==> config.mk <==
export PLATFORM = sky130hd
export DESIGN_NAME = dac_spi_write
export DESIGN_NICKNAME = d
export VERILOG_FILES = /design/src/rtl/dac_spi_pkg.sv /design/src/rtl/dac_sclk_gen.sv /design/src/rtl/dac_spi_write.sv
export SDC_FILE = /design/constraint.sdc
export NUM_CORES = 1
export LEC_CHECK = 0
export ABC_CLOCK_PERIOD_IN_PS = 2200
export CORE_ASPECT_RATIO = 1.75
export CORE_MARGIN = 2
export CORE_UTILIZATION = 50
export CTS_CLUSTER_SIZE = 16
export DETAILED_ROUTE_END_ITERATION = 7
export HOLD_SLACK_MARGIN = 0.03
export PLACE_DENSITY = 0.73
export SKIP_CTS_REPAIR_TIMING = 1
export SYNTH_ARGS = -nofsm -noshare
export SYNTH_HDL_FRONTEND = slang
export SYNTH_HIERARCHICAL = 1
export SYNTH_SLANG_ARGS = --single-unit
export TNS_END_PERCENT = 5
==> constraint.sdc <==
create_clock -name sys_clk -period 2.2 [get_ports sys_clk]
set_input_delay 0.33 -clock sys_clk [delete_from_list [all_inputs] [get_ports sys_clk]]
set_output_delay 0.33 -clock sys_clk [all_outputs]
set_load 0.05 [all_outputs]
==> src/rtl/dac_spi_pkg.sv <==
// Shared types and frame constants for the quad 12-bit SPI DAC writer.
// Frame layout, MSB first: [15:14] channel, [13:12] mode, [11:0] code.
package dac_spi_pkg;

  typedef enum logic [1:0] {
    IDLE  = 2'd0,
    SHIFT = 2'd1,
    LDAC  = 2'd2,
    GAP   = 2'd3
  } state_t;

  localparam int CH_W    = 2;
  localparam int MODE_W  = 2;
  localparam int CODE_W  = 12;
  localparam int FRAME_W = 16;

  localparam int CODE_POS = 0;
  localparam int MODE_POS = CODE_POS + CODE_W;
  localparam int CH_POS   = MODE_POS + MODE_W;

  // Write input register only (update deferred to LDAC).
  localparam logic [MODE_W-1:0] MODE_WR    = 2'b00;
  // Write input register and update the output immediately.
  localparam logic [MODE_W-1:0] MODE_WRUPD = 2'b01;

  function automatic logic [FRAME_W-1:0] build_frame(
    input logic [CH_W-1:0]   ch,
    input logic [MODE_W-1:0] mode,
    input logic [CODE_W-1:0] code
  );
    logic [FRAME_W-1:0] f;
    f = '0;
    f[CH_POS +: CH_W]     = ch;
    f[MODE_POS +: MODE_W] = mode;
    f[CODE_POS +: CODE_W] = code;
    return f;
  endfunction

endpackage

==> src/rtl/dac_sclk_gen.sv <==
// SCLK generator: half-period counter running while enabled, registered
// SCLK level (idle high) and strobes that announce the SCLK edge taking
// effect on the next clock edge. Disabling parks SCLK high.
module dac_sclk_gen #(
  parameter int CLK_DIV = 2
) (
  input  logic i_clk,
  input  logic i_srst,
  input  logic i_en,
  output logic o_sclk,
  output logic o_rise,
  output logic o_fall
);

  logic [7:0] r_cnt;
  logic       r_sclk;
  logic       w_tick;

  assign w_tick = i_en && (r_cnt == 8'(CLK_DIV - 1));
  assign o_rise = w_tick && !r_sclk;
  assign o_fall = w_tick && r_sclk;
  assign o_sclk = r_sclk;

  // Half-period counter and SCLK toggle; parked high when not enabled.
  always_ff @(posedge i_clk) begin
    if (i_srst || !i_en) begin
      r_cnt  <= '0;
      r_sclk <= 1'b1;
    end else if (w_tick) begin
      r_cnt  <= '0;
      r_sclk <= ~r_sclk;
    end else begin
      r_cnt <= r_cnt + 8'd1;
    end
  end

endmodule

==> src/rtl/dac_spi_write.sv <==
// Serial write controller for a quad 12-bit SPI DAC (16-bit frame).
// Optional feature macro: DAC_LDAC_EN -- builds the LDAC pulse state and
// counter and switches the frame mode to "write input register only".
module dac_spi_write
  import dac_spi_pkg::*;
#(
  parameter int CLK_DIV  = 2,
  parameter int GAP_CYC  = 4,
  parameter int LDAC_CYC = 2
) (
  input  logic              sys_clk,
  input  logic              rst,
  input  logic              in_valid,
  output logic              in_ready,
  input  logic [CH_W-1:0]   in_ch,
  input  logic [CODE_W-1:0] in_code,
  input  logic              in_ldac,
  output logic              busy,
  output logic              done,
  output logic              DAC_SYNC,
  output logic              DAC_SCLK,
  output logic              DAC_DIN,
  output logic              DAC_LDAC
);

  state_t               r_state;
  state_t               w_state_next;
  logic [FRAME_W-1:0]   r_shift;
  logic [3:0]           r_bit;
  logic                 r_last_fall;
  logic [7:0]           r_gap_cnt;
  logic                 r_sync;
  logic                 r_done;
  logic                 w_accept;
  logic                 w_frame_end;
  logic                 w_sclk_en;
  logic                 w_rise;
  logic                 w_fall;
  logic [MODE_W-1:0]    w_mode;

`ifdef DAC_LDAC_EN
  logic                 r_ldac_req;
  logic [7:0]           r_ldac_cnt;
  logic                 r_ldac_n;
  assign w_mode = MODE_WR;
`else
  logic                 w_unused;
  assign w_mode   = MODE_WRUPD;
  assign w_unused = in_ldac ^ (LDAC_CYC == 0);
`endif

  assign w_accept    = in_valid && (r_state == IDLE);
  // The frame ends on the SCLK rise that follows the 16th falling edge.
  assign w_frame_end = (r_state == SHIFT) && w_rise && r_last_fall;

  assign in_ready = (r_state == IDLE);
  assign busy     = (r_state != IDLE);
  assign done     = r_done;
  assign DAC_SYNC = r_sync;
  assign DAC_DIN  = r_shift[FRAME_W-1];

  dac_sclk_gen #(
    .CLK_DIV(CLK_DIV)
  ) u_sclk (
    .i_clk (sys_clk),
    .i_srst(rst),
    .i_en  (w_sclk_en),
    .o_sclk(DAC_SCLK),
    .o_rise(w_rise),
    .o_fall(w_fall)
  );

  // FSM state register.
  always_ff @(posedge sys_clk) begin
    if (rst) r_state <= IDLE;
    else     r_state <= w_state_next;
  end

  // FSM next-state and SCLK enable.
  always_comb begin
    w_state_next = r_state;
    w_sclk_en    = 1'b0;
    case (r_state)
      IDLE: begin
        if (w_accept) w_state_next = SHIFT;
      end
      SHIFT: begin
        w_sclk_en = 1'b1;
        if (w_frame_end) begin
`ifdef DAC_LDAC_EN
          w_state_next = r_ldac_req ? LDAC : GAP;
`else
          w_state_next = GAP;
`endif
        end
      end
`ifdef DAC_LDAC_EN
      LDAC: begin
        if (r_ldac_cnt == 8'(LDAC_CYC)) w_state_next = GAP;
      end
`endif
      GAP: begin
        if (r_gap_cnt == 8'(GAP_CYC - 1)) w_state_next = IDLE;
      end
      default: w_state_next = IDLE;
    endcase
  end

  // Shift register, bit counter, SYNC and done pulse.
  always_ff @(posedge sys_clk) begin
    if (rst) begin
      r_shift     <= '0;
      r_bit       <= '0;
      r_last_fall <= 1'b0;
      r_sync      <= 1'b1;
      r_done      <= 1'b0;
    end else begin
      r_sync <= (w_state_next != SHIFT);
      r_done <= w_frame_end;
      if (w_accept) begin
        r_shift     <= build_frame(in_ch, w_mode, in_code);
        r_bit       <= '0;
        r_last_fall <= 1'b0;
      end else if (r_state == SHIFT) begin
        // DIN moves to the next bit on every SCLK rise; zeros fill behind.
        if (w_rise) begin
          r_shift <= {r_shift[FRAME_W-2:0], 1'b0};
          r_bit   <= r_bit + 4'd1;
        end
        if (w_fall && (r_bit == 4'd15)) r_last_fall <= 1'b1;
      end
    end
  end

  // Inter-frame gap counter, cleared outside GAP.
  always_ff @(posedge sys_clk) begin
    if (rst || (r_state != GAP)) r_gap_cnt <= '0;
    else                         r_gap_cnt <= r_gap_cnt + 8'd1;
  end

`ifdef DAC_LDAC_EN
  // LDAC request latch, LDAC counter and registered active-low strobe.
  // The first LDAC-state cycle keeps the pin high so the pulse starts
  // one cycle after SYNC rises.
  always_ff @(posedge sys_clk) begin
    if (rst) begin
      r_ldac_req <= 1'b0;
      r_ldac_cnt <= '0;
      r_ldac_n   <= 1'b1;
    end else begin
      if (w_accept) r_ldac_req <= in_ldac;
      if (r_state != LDAC) r_ldac_cnt <= '0;
      else                 r_ldac_cnt <= r_ldac_cnt + 8'd1;
      r_ldac_n <= !((r_state == LDAC) && (r_ldac_cnt < 8'(LDAC_CYC)));
    end
  end
  assign DAC_LDAC = r_ldac_n;
`else
  assign DAC_LDAC = 1'b1;
`endif

endmodule

# ---- After elaboration in Yosys (flattened, before gate mapping)
# Index checks and enable logic that the tools add are counted.
dict set report totals {
  register_bits 42
  latch_bits 0
  ram_bits 0
  rom_bits 0
  input_bits 18
  out_inout_bits 7
  wordCells 49
  mem_count 0
}
dict set report classes {
  addsub 3
  multipliers 0
  div_mod_pow 0
  order_cmp 0
  n_eq_ne 7
  shifts 0
  n_mux 8
  bitwise 1
  reduce_logical 20
}
# operator n
set ops {}
lappend ops {{$mux 16} 3}
lappend ops {{$add 8x1->8 const B} 2}
lappend ops {{$eq 8x1->1 const B} 1}
lappend ops {{$eq 8x2->1 const B} 1}
lappend ops {{$logic_and 1x1->1} 7}
lappend ops {{$mux 2} 3}
lappend ops {{$pmux 2 s3} 1}
lappend ops {{$reduce_and 2->1} 3}
lappend ops {{$reduce_bool 2->1} 3}
lappend ops {{$add 4x1->4 const B} 1}
lappend ops {{$eq 4x4->1 const B} 1}
lappend ops {{$reduce_or 2->1} 2}
lappend ops {{$eq 2x1->1 const B} 1}
lappend ops {{$eq 2x2->1 const B} 1}
lappend ops {{$logic_not 1->1} 2}
lappend ops {{$logic_not 2->1} 1}
lappend ops {{$logic_or 1x1->1} 2}
lappend ops {{$ne 2x1->1 const B} 1}
lappend ops {{$ne 2x2->1 const B} 1}
lappend ops {{$mux 1} 1}
lappend ops {{$not 1->1} 1}

# ---- Logic depth before layout (Yosys ltp)
# Gate-level depths: netlist of run 1.
dict set report logic_depth {
  ltp_word 9
  depth_mapped 9
  ltp_nobuf 7
}

# ---- Modules after synthesis
# The synthesis of run 1 kept the hierarchy.
# module instances cells_each area_each_um2 seq_area_each_um2
set by_module_without_submodules {}
lappend by_module_without_submodules {dac_spi_write 1 158 1516.5 660.6}
lappend by_module_without_submodules {dac_sclk_gen 1 44 434.2 180.2}

# ---- Worst setup path before layout of run 1
# Ideal clock, no wire load.
dict set report synth_timing {
  path_type {flip-flop to flip-flop}
  start {register r_state[0]}
  end {register r_shift[15]}
  setup_time_ns 0.143
  t_arrival_ns 1.631
  required_time_ns 2.057
  path_slack_ns 0.426
  stages_incl_launch_ff 10
  path_buffers 3
  period_less_slack_ns 1.774
  path_cell_list {dfxtp_1 > buf_6 > nor2b_1 > nand4bb_4 > nor3_4 > nand3b_1 > buf_4 > buf_6 > nand3_2 > a21oi_2}
}
dict set report synth_between {
  elab_chain_cells 6
  word_cells_on_any_way 10
  cone_classes {eq/ne (1); mux (2); reduce/logical (7)}
}
# element line
set synth_lines {}
lappend synth_lines {{start, declared} dac_spi_write.sv:26} ;# state_t r_state;
lappend synth_lines {{start signal, assigned} dac_spi_write.sv:76} ;# else r_state <= w_state_next;
lappend synth_lines {{$eq 2x1->1} dac_spi_write.sv:83} ;# case (r_state)
lappend synth_lines {{$mux 1} dac_spi_write.sv:83}
lappend synth_lines {{via w_sclk_en} dac_spi_write.sv:36} ;# logic w_sclk_en;
lappend synth_lines {{$logic_and 1x1->1} dac_sclk_gen.sv:19} ;# assign w_tick = i_en && (r_cnt == 8'(CLK_DIV - 1));
lappend synth_lines {{$logic_and 1x1->1} dac_sclk_gen.sv:20} ;# assign o_rise = w_tick && !r_sclk;
lappend synth_lines {{via w_rise} dac_spi_write.sv:37} ;# logic w_rise;
lappend synth_lines {{$reduce_bool 2->1 (no line)} --}
lappend synth_lines {{$reduce_and 2->1 (no line)} --}
lappend synth_lines {{end signal, assigned} dac_spi_write.sv:121} ;# r_shift <= build_frame(in_ch, w_mode, in_code);
lappend synth_lines {{end signal, assigned} dac_spi_write.sv:127} ;# r_shift <= {r_shift[FRAME_W-2:0], 1'b0};
lappend synth_lines {{end, declared} dac_spi_write.sv:28} ;# logic [FRAME_W-1:0] r_shift;
# The timed path passes the listed nets, and every way through them passes these cells.
# A chain may end at the register's enable or synchronous reset.

# ---- Worst setup path after layout of run 1
dict set report layout_timing {
  start {register r_state[0]}
  end {output busy}
}
dict set report layout_between {
  elab_chain_cells 1
}
# element line
set layout_lines {}
lappend layout_lines {{$reduce_bool 2->1} dac_spi_write.sv:57} ;# assign busy = (r_state != IDLE);
lappend layout_lines {{end, declared} dac_spi_write.sv:18} ;# output logic busy,
# Every way passes these cells.

==> results of run 1 <==
kinds of logic (layout without fill, tap and decap cells):
group,count (synthesis),after routing,share of synthesized area (%)
AND/OR/NAND/NOR,79,79,26.6
AO/OA/AOI/OAI,51,51,17.6
flip-flops,42,42,43.1
buffers and inverters,18,47,6.80
XOR/XNOR,7,7,3.14
adder cells (fa/ha/maj),4,4,2.57
other,1,1,0.192
flip-flops by register name, indices dropped and copies added (netlist names):
name and count:
r_bit 4, done 1, r_gap_cnt 8, DAC_SYNC 1
u_sclk/o_sclk 1, r_shift 16, u_sclk/r_cnt 8, r_last_fall 1
r_state 2
stage by stage:
step                hold slack, ns  cells
finish                       0.458    279
global route                 0.482    279
CTS                          0.462    279
detailed placement           0.448    271
global placement             0.429    271
floorplan                    0.415    202
layout by cell type (no fill, tap or decap), types with 2 or more instances in the layout:
cell             synthesis  final
a21oi_2                 10     10
a211oi_1                 2      2
clkdlybuf4s50_1          0     21
inv_1                    5      5
or3_1                    8      8
nand3_1                 10     10
and2_1                   2      2
nor3_1                   6      6
dfxtp_1                 42     42
buf_4                    5     13
o21ai_0                  9      9
nand3_2                 10     10
nand3b_1                 2      2
a22oi_1                 11     11
a21oi_1                 15     15
or2_2                    2      2
ha_1                     4      4
nand2_1                 11     11
nor2_1                  14     14
xnor2_1                  4      4
clkbuf_8                 0      6
nand4_1                  2      2
xor2_1                   3      3
final cells by class:
type,count,area (um^2),area share [%]
Sequential cell,42,841,36.6
Clock inverter,2,12.5,0.544
Timing Repair Buffer,34,308,13.4
Multi-Input combinational cell,142,977,42.5
Clock buffer,6,82.6,3.59
Tap cell,48,60.1,2.61
Inverter,5,18.8,0.816
routing by layer:
| layer | vias to the layer above | wire length (um) | share of wire, % |
|---|---|---|---|
| met5 | - | 0 | 0 |
| met1 | 698 | 1560 | 43 |
| met2 | 23 | 1840 | 51 |
| met4 | 0 | 60 | 1.7 |
| met3 | 6 | 133 | 3.7 |
| li1 | 775 | - | - |
how the worst max path moves through the flow:
stage                         start           to  slack [ns]  cells past startpoint
global route             r_state[0]         busy        0.05                      3
CTS                      r_state[0]         busy        0.09                      3
floorplan                r_state[0]  r_shift[15]        0.43                      9
global placement    u_sclk/r_cnt[4]   r_shift[8]        0.22                      6
detailed placement  u_sclk/r_cnt[4]   r_shift[8]        0.21                      6
finish                   r_state[0]         busy         0.1                      3
where the power goes:
group / switching, mW / total (mW) / internal [mW] / leakage, nW
combinational: 0.0795 / 0.151 / 0.0717 / 0.392
clock: 0.266 / 0.518 / 0.252 / 0.0472
sequential: 0.0123 / 0.793 / 0.781 / 0.342
tightest hold or removal path, cell delays in order, from the launching register on:
cell and delay [ns]:
dfxtp_1 0.32, nand2_1 0.05, a21oi_1 0.05
synthesized netlist by cell type, drive strengths merged:
cell / number / area (um^2)
nor2: 14 / 52.6
nand3: 20 / 150
or4b: 1 / 10.0
xnor2: 4 / 35.0
inv: 5 / 18.8
nand2b: 1 / 6.26
and4: 1 / 8.76
or2: 2 / 12.5
nand4: 2 / 12.5
dfxtp: 42 / 841
nand3b: 2 / 15.0
and2b: 1 / 7.51
and2: 2 / 12.5
or3: 8 / 50.1
nand4bb: 1 / 27.5
a22oi: 11 / 82.6
o22ai: 1 / 6.26
nand2: 11 / 41.3
nor3b: 1 / 18.8
and3b: 1 / 8.76
or3b: 1 / 8.76
or4: 1 / 11.3
o21ai: 10 / 61.3
xor2: 3 / 26.3
o211ai: 1 / 7.51
o21bai: 1 / 7.51
nor2b: 1 / 6.26
buf: 10 / 103
nor3: 7 / 46.3
clkbuf: 3 / 11.3
ha: 4 / 50.1
a211oi: 2 / 15.0
nor4: 1 / 12.5
a21oi: 25 / 163
conb: 1 / 3.75
==> run summary, run 1 <==
status: finished clean
final count of negative-setup-slack endpoints: 0
RSZ-0062 raised after global routing: false
type of the most critical hold path: reg -> reg
fraction of met1 tracks used by global routing: 18.6%
Final WS setup: 0.0974 ns
routing layer with the top usage in global route: met2
number of global-route vias before repair: 1,440
max-slew violation count: 0
proportion of layout cells with a drive suffix above 1: 21.2%
setup slack of the worst register-to-register path: 0.20 ns
number of max-capacitance violations reported: 0
cell area after synthesis: 1950 um^2
crit path buf inv count: 2
number of fill cells: 345
first-pass GRT wire length: 6040 um
core box area: 3790 um^2
post-synthesis average cell area: 9.66 um^2
Hold Violations, Final: 0
overall power of the completed layout: 1.46 mW
number of register bits inferred by synthesis: 42
post-detailed-route wirelength per cell: 12.9 um
ordered list of cells on the worst path: buf_4, or2_2, clkdlybuf4s50_1
cells after synthesis: 202
number of levels in the clock H-tree: 2
worst-skew pair later-pin latency: 0.29 ns
final std cell area, no fill: 2300 um^2
Die W: 51.2 um
height of the die: 86.6 um
number of buffers added on ports: 22
cell leakage power: 0.781 nW
post-synthesis cell type count: 41
root buf cell: clkbuf_8
Reg-to-Reg Start: u_sclk/r_cnt[4]
cts bufs inserted: 5
clock input transition at the sequential cells of the worst setup and hold paths: 0.08 ns
layout overhead on the synthesized area: 17.9%
final cell utilization of the core: 60.7%
Max Buffers Root-to-Sink: 2
maximum clock frequency: 476 MHz
routing usage on met2: 32.6%
number of warning messages in the yosys log: 6
power per cell area: 636 nW/um^2
Largest delay share family, worst path: buffers and inverters
met3 track demand over resource in global routing: 4.14%
startpoint types: register
initial antenna violation count: 0
total gr overflow: 0
HPWL reported at the end of detailed placement: 2610 um
largest net degree at the start of global routing: 16
Critical Path Slowest Stage Cell: clkdlybuf4s50_1
highest cell delay on the worst timing path: 0.70 ns
Vias: 1,502
Period minus WS final: 2.10 ns
number of sinks on the clock net: 42
maximum fanout along the worst path: 9
Crit. End Element: output port
cell depth of the worst flop-to-flop path: 5
IO Pins: 25
endpoint of the worst register-to-register path: r_bit[3]
worst vdd rail ir drop: 0.427 mV
DP Worst Slack: 0.212 ns
data arrival at the endpoint of the critical path: 1.77 ns
Worst Hold Path Cells: 2
remaining antenna violation count after routing: 0
Total Neg Setup Slack: 0 ns
vias per std cell: 5.38
wire length reported by the detailed router: 3600 um
post-synthesis sequential area ratio: 43.1%
Placement Rows: 30
Mapped Nets: 224
startpoint of the tightest hold check path: r_shift[13]
global placement routability congestion: 0.822
Required @ worst endpoint: 1.87 ns
CTS tree: done
crit path kind: reg -> out
Detailed Routing Iterations Pass 1: 4
n_diodes: 0
starting utilization of the core area: 51.5%
overall routing resource usage: 17.6%
Max Clock Skew: 0.00821 ns
hold-critical path endpoint: r_shift[13]
number of nets at the end of the flow: 252
Placement Cell Area: 2200 um^2
DR iter-0 viols: 17
final clock period utilization by the worst path: 95.6%
area of the die: 4440 um^2
residual DRC count: 0
Power figures use the tool's default switching activity.
==> inputs of run 2 (changes only) <==
CORE_MARGIN = 1.5   (was 2)
==> run 2 against run 1 <==
  * Routed wire length grew 4.9%
  * Critical path type unchanged
  * Via count up 1.1%
  * Utilization grew 1.4 points
  * Fmax grew 0.28%
  * Sequential power about the same
  * Sequential share of layout area grew 0.38 points
  * Global-route usage grew 1.7 points
==> run summary, run 2 (same netlist as run 1, synthesis figures left out) <==
cell leakage power: 0.765 nW (was 0.781 nW)
type of the most critical hold path: reg -> reg (unchanged)
Placement Rows: 29 (was 30)
DR iter-0 viols: 30 (was 17)
final clock period utilization by the worst path: 95.3% (was 95.6%)
uppermost metal layer occupied by signal nets: met4 (unchanged)
post-detailed-route wirelength per cell: 13.8 um (was 12.9 um)
n_diodes: 0 (unchanged)
Fin Hold WS: 0.449 ns (was 0.458 ns)
HPWL reported at the end of detailed placement: 2690 um (was 2610 um)
max-slew violation count: 0 (unchanged)
IO Pins: 25 (unchanged)
slew of the pin with the lowest slew margin: 0.495 ns
first-pass GRT wire length: 6620 um (was 6040 um)
remaining antenna violation count after routing: 0 (unchanged)
Switching Fraction: 23.3% (was 24.5%)
flip-flop count of the largest register after layout: 16 (unchanged)
maximum clock frequency: 477 MHz (was 476 MHz)
Hold Violations, Final: 0 (unchanged)
worst-skew pair later-pin latency: 0.29 ns (about the same)
global placement routability congestion: 0.848 (was 0.822)
part of the total power dissipated in sequential elements: 55.1% (was 54.2%)
height of the die: 85.6 um (was 86.6 um)
Crit. End Element: output port (unchanged)
clock input transition at the sequential cells of the worst setup and hold paths: 0.07 ns (was 0.08 ns)
startpoint types: register (unchanged)
number of levels in the clock H-tree: 2 (unchanged)
registers with the most flip-flops: r_shift x16, r_gap_cnt x8, u_sclk/r_cnt x8 (unchanged)
initial antenna violation count: 0 (unchanged)
commonest cells after routing, fill and taps aside: dfxtp_1, clkdlybuf4s50_1, a21oi_1 (unchanged)
largest net degree at the start of global routing: 17 (was 16)
crit path kind: reg -> out (unchanged)
Max Clock Skew: 0.00320 ns (was 0.00821 ns)
Vias: 1,518 (was 1,502)
CTS tree: done (unchanged)
portion of total power attributed to the clock network: 34.4% (was 35.4%)
met2 WL post-DR: 1990 um (was 1840 um)
Detailed Routing Iterations Pass 1: 4 (unchanged)
DR WL met3: 133 um (unchanged)
worst-case headroom to the max-slew limit: 66.9%
number of nets at the end of the flow: 248 (was 252)
Required @ worst endpoint: 1.87 ns (about the same)
Period minus WS final: 2.10 ns (about the same)
Critical Path Slowest Stage Cell: clkdlybuf4s50_1 (unchanged)
overall routing resource usage: 19.4% (was 17.6%)
Total Neg Setup Slack: 0 ns (unchanged)
ordered list of cells on the worst path: buf_4, or2_2, clkdlybuf4s50_1 (unchanged)
internal cell power: 1.10 mW (about the same)
cts bufs inserted: 5 (unchanged)
worst vdd rail ir drop: 0.599 mV (was 0.427 mV)
core box area: 3660 um^2 (was 3790 um^2)
final cell utilization of the core: 62.1% (was 60.7%)
most common cell after layout, fill and taps aside: dfxtp_1 (unchanged)
number of global-route vias before repair: 1,546 (was 1,440)
count of placed standard cells including taps: 265 (was 271)
number of max-capacitance violations reported: 0 (unchanged)
proportion of layout cells with a drive suffix above 1: 19.4% (was 21.2%)
final count of negative-setup-slack endpoints: 0 (unchanged)
Sw Pwr: 336 uW (was 358 uW)
starting utilization of the core area: 53.2% (was 51.5%)
vias per std cell: 5.56 (was 5.38)
highest cell delay on the worst timing path: 0.71 ns (was 0.70 ns)
total gr overflow: 0 (unchanged)
Finished Layout Cells: 273 (was 279)
number of sinks on the clock net: 42 (unchanged)
Gate power share: 10.5% (was 10.3%)
startpoint of the worst setup timing path: r_state[0] (unchanged)
power per cell area: 633 nW/um^2 (was 636 nW/um^2)
number of fill cells: 314 (was 345)
residual DRC count: 0 (unchanged)
overall power of the completed layout: 1.44 mW (was 1.46 mW)
maximum fanout along the worst path: 9 (unchanged)
routed length on met1: 1580 um (was 1560 um)
RSZ-0062 raised after global routing: false (unchanged)
endpoint of the worst register-to-register path: r_bit[3] (unchanged)
area of the die: 4300 um^2 (was 4440 um^2)
Reg-to-Reg Start: u_sclk/r_cnt[3] (was u_sclk/r_cnt[4])
root buf cell: clkbuf_8 (unchanged)
cell depth of the worst flop-to-flop path: 5 (unchanged)
register containing the most flip-flops in the final layout: r_shift (unchanged)
setup slack of the worst register-to-register path: 0.19 ns (was 0.20 ns)
wire length reported by the detailed router: 3770 um (was 3600 um)
number of buffers added on ports: 22 (unchanged)
capturing instance or port of the critical path: busy (unchanged)
status: finished clean (unchanged)
Die W: 50.2 um (was 51.2 um)
Max Buffers Root-to-Sink: 2 (unchanged)
layout overhead on the synthesized area: 16.7% (was 17.9%)
data arrival at the endpoint of the critical path: 1.77 ns (about the same)
run 2: cell count changes in the layout (fill, tap and decap cells not counted), sizes merged:
cell	change
buf	-4
clkbuf	+1
clkinvlp	-1
run 2: power by group through the flow:
stage                     Clock [mW]  Combinational [mW]  Sequential [mW]
final                          0.496               0.151            0.794
after global routing           0.543               0.164            0.795
after CTS                      0.519               0.152            0.793
after detailed placement           0               0.151            0.811
after global placement             0               0.148            0.810
after floorplan                    0              0.0963            0.817
run 2: worst min-delay path by stage:
stage | startpoint | to | depth (start not counted)
after global routing | r_shift[13] | r_shift[13] | 2
after detailed placement | r_gap_cnt[0] | r_gap_cnt[0] | 1
after floorplan | rst | done | 1
after CTS | r_gap_cnt[0] | r_gap_cnt[0] | 1
final | r_gap_cnt[0] | r_gap_cnt[0] | 1
after global placement | r_gap_cnt[0] | r_gap_cnt[0] | 1
run 2: area by class of cell:
| class | instances | area [um^2] | share of cell area [%] |
|---|---|---|---|
| Clock inverter | 1 | 5.00 | 0.220 |
| Clock buffer | 7 | 86.3 | 3.79 |
| Multi-Input combinational cell | 142 | 977 | 42.9 |
| Sequential cell | 42 | 841 | 36.9 |
| Timing Repair Buffer | 30 | 290 | 12.8 |
| Inverter | 5 | 18.8 | 0.825 |
| Tap cell | 46 | 57.6 | 2.53 |
run 2: metrics by stage:
stage	instance area, um^2	worst slack (ns)
3_3_place_gp	2180	0.259
4_1_cts	2280	0.0849
6_report	2280	0.103
2_1_floorplan	1950	0.426
3_5_place_dp	2180	0.209
5_1_grt	2280	0.0256
run 2: layer usage:
| layer | global-route usage (%) | vias to the layer above |
|---|---|---|
| li1 | - | 760 |
| met1 | 21.0 | 716 |
| met2 | 35.4 | 36 |
| met3 | 3.83 | 6 |
| met4 | 8.33 | 0 |
| met5 | 0 | - |
run 2: worst max-delay path: cells and delay by family (launching register included):
family | cells | cell delay, ns
simple gates | 1 | 0.31
flops | 1 | 0.31
buf+inv | 2 | 0.87
==> inputs of run 3 (changes only) <==
CORE_UTILIZATION = 49   (was 50)
CTS_CLUSTER_SIZE = 12   (was 16)
PLACE_DENSITY = 0.72   (was 0.73)
SETUP_SLACK_MARGIN = 0.4   (was not set)
==> run 3 against run 2 <==
  * Register-to-register slack improved by 0.04 ns
  * Routed wire length down 6.1%
  * Power grew 7.7%
  * Worst hold slack better by 0.0063 ns
  * Design area increased by 0.93%
  * Via count fell by 3.6%
  * Count of clock-buffer cells in the layout shrank 1
  * Critical path type is now reg -> reg
  * Critical endpoint is now r_shift[8]
  * Largest cell class unchanged
==> run summary, run 3 (same netlist as run 1, synthesis figures left out) <==
DR iter-0 viols: 19 (was 30)
part of the total power dissipated in sequential elements: 51.1% (was 55.1%)
cts bufs inserted: 5 (unchanged)
number of global-route vias before repair: 1,456 (was 1,546)
power per cell area: 675 nW/um^2 (was 633 nW/um^2)
overall routing resource usage: 18.3% (was 19.4%)
first-pass GRT wire length: 6150 um (was 6620 um)
clock input transition at the sequential cells of the worst setup and hold paths: 0.07 ns (about the same)
residual DRC count: 0 (unchanged)
portion of total power attributed to the clock network: 39.2% (was 34.4%)
worst vdd rail ir drop: 0.493 mV (was 0.599 mV)
crit path buf inv count: 1 (was 2)
area of the die: 4380 um^2 (was 4300 um^2)
number of buffers added on ports: 22 (unchanged)
worst-case headroom to the max-slew limit: 66.4% (was 66.9%)
final std cell area, no fill: 2300 um^2 (was 2280 um^2)
Max Clock Skew: 0.00576 ns (was 0.00320 ns)
Vias: 1,463 (was 1,518)
Hold Violations, Final: 0 (unchanged)
number of fill cells: 348 (was 314)
Period minus WS final: 1.97 ns (was 2.10 ns)
type of the most critical hold path: reg -> reg (unchanged)
Critical Path Slowest Stage Cell: or4_4 (was clkdlybuf4s50_1)
n_diodes: 0 (unchanged)
root buf cell: clkbuf_8 (unchanged)
ordered list of cells on the worst path: or4_4, nor3_4, nand3b_1, buf_4, o22ai_1, nor3_1 (was buf_4, or2_2, clkdlybuf4s50_1)
number of sinks on the clock net: 42 (unchanged)
flip-flop count of the largest register after layout: 16 (unchanged)
Total Neg Setup Slack: 0 ns (unchanged)
number of levels in the clock H-tree: 2 (unchanged)
global placement routability congestion: 0.747 (was 0.848)
number of max-capacitance violations reported: 0 (unchanged)
CTS tree: done (unchanged)
registers with the most flip-flops: r_shift x16, r_gap_cnt x8, u_sclk/r_cnt x8 (unchanged)
status: finished clean (unchanged)
data arrival at the endpoint of the critical path: 2.15 ns (was 1.77 ns)
height of the die: 86.5 um (was 85.6 um)
remaining antenna violation count after routing: 0 (unchanged)
Gate power share: 9.7% (was 10.5%)
max-slew violation count: 0 (unchanged)
layout overhead on the synthesized area: 17.8% (was 16.7%)
HPWL reported at the end of detailed placement: 2550 um (was 2690 um)
wire length reported by the detailed router: 3540 um (was 3770 um)
setup slack of the worst register-to-register path: 0.23 ns (was 0.19 ns)
commonest cells after routing, fill and taps aside: dfxtp_1, clkdlybuf4s50_1, a21oi_1 (unchanged)
maximum clock frequency: 507 MHz (was 477 MHz)
Placement Cell Area: 2180 um^2 (about the same)
Largest delay share family, worst path: simple AND/OR/NAND/NOR gates (was buffers and inverters)
slew of the pin with the lowest slew margin: 0.502 ns (was 0.495 ns)
Sw Pwr: 337 uW (was 336 uW)
IO Pins: 25 (unchanged)
starting utilization of the core area: 50.9% (was 53.2%)
Die W: 50.7 um (was 50.2 um)
Detailed Routing Iterations Pass 1: 4 (unchanged)
final cell utilization of the core: 60.0% (was 62.1%)
maximum fanout along the worst path: 16 (was 9)
largest net degree at the start of global routing: 17 (unchanged)
total gr overflow: 0 (unchanged)
highest cell delay on the worst timing path: 0.60 ns (was 0.71 ns)
Max Buffers Root-to-Sink: 2 (unchanged)
Placement Rows: 30 (was 29)
final count of negative-setup-slack endpoints: 0 (unchanged)
Fin Hold WS: 0.455 ns (was 0.449 ns)
internal cell power: 1.21 mW (was 1.10 mW)
startpoint types: register (unchanged)
Crit. End Element: register (was output port)
final clock period utilization by the worst path: 89.7% (was 95.3%)
number of nets at the end of the flow: 249 (was 248)
initial antenna violation count: 0 (unchanged)
RSZ-0062 raised after global routing: true (was false)
register containing the most flip-flops in the final layout: r_shift (unchanged)
Switching Fraction: 21.7% (was 23.3%)
most common cell after layout, fill and taps aside: dfxtp_1 (unchanged)
crit path kind: reg -> reg (was reg -> out)
vias per std cell: 5.32 (was 5.56)
cell leakage power: 0.789 nW (was 0.765 nW)
worst-skew pair later-pin latency: 0.29 ns (about the same)
core box area: 3830 um^2 (was 3660 um^2)
Required @ worst endpoint: 2.37 ns (was 1.87 ns)
proportion of layout cells with a drive suffix above 1: 19.8% (was 19.4%)
post-detailed-route wirelength per cell: 12.9 um (was 13.8 um)
-- run 3: through the flow --
step           power (mW)  worst slack, ns  std cells
6_report             1.55            0.226        275
4_1_cts              1.57           0.0786        275
2_1_floorplan       0.913            0.426        202
3_3_place_gp        0.960            0.249        268
3_5_place_dp        0.962            0.214        268
5_1_grt              1.62           0.0603        275
-- run 3: final timing paths --
kind	start	to	depth (start not counted)
max	u_sclk/r_cnt[3]	r_shift[8]	6
min	r_shift[13]	r_shift[13]	2
max reg2reg	u_sclk/r_cnt[3]	r_shift[8]	6
min reg2reg	r_shift[13]	r_shift[13]	2
-- run 3: power by group through the flow --
stage / Clock (mW) / Combinational, mW / Sequential (mW)
2_1_floorplan: 0 / 0.0963 / 0.817
6_report: 0.609 / 0.150 / 0.793
3_5_place_dp: 0 / 0.151 / 0.811
3_3_place_gp: 0 / 0.150 / 0.810
4_1_cts: 0.628 / 0.152 / 0.793
5_1_grt: 0.663 / 0.162 / 0.795
-- run 3: area by class of cell --
type / instances / area, um^2 / share of cell area (%)
sequential: 42 / 841 / 36.6
timing repair buffer: 31 / 288 / 12.5
tap: 48 / 60.1 / 2.61
multi-input combinational: 142 / 977 / 42.5
clock inverter: 1 / 30.0 / 1.31
inverter: 5 / 18.8 / 0.817
clock buffer: 6 / 82.6 / 3.59
-- run 3: layer usage --
layer | up-vias | share of wire, % | GRT usage, %
li1 | 766 | - | -
met1 | 669 | 43 | 19.9
met2 | 24 | 51 | 32.8
met3 | 4 | 4.8 | 5.69
met4 | 0 | 1.2 | 6.63
met5 | - | 0 | 0
-- run 3: worst register-to-register path, cell delays in order, from the launching register on --
cell,delay (ns)
dfxtp_1,0.36
or4_4,0.60
nor3_4,0.19
nand3b_1,0.21
buf_4,0.27
o22ai_1,0.15
nor3_1,0.07
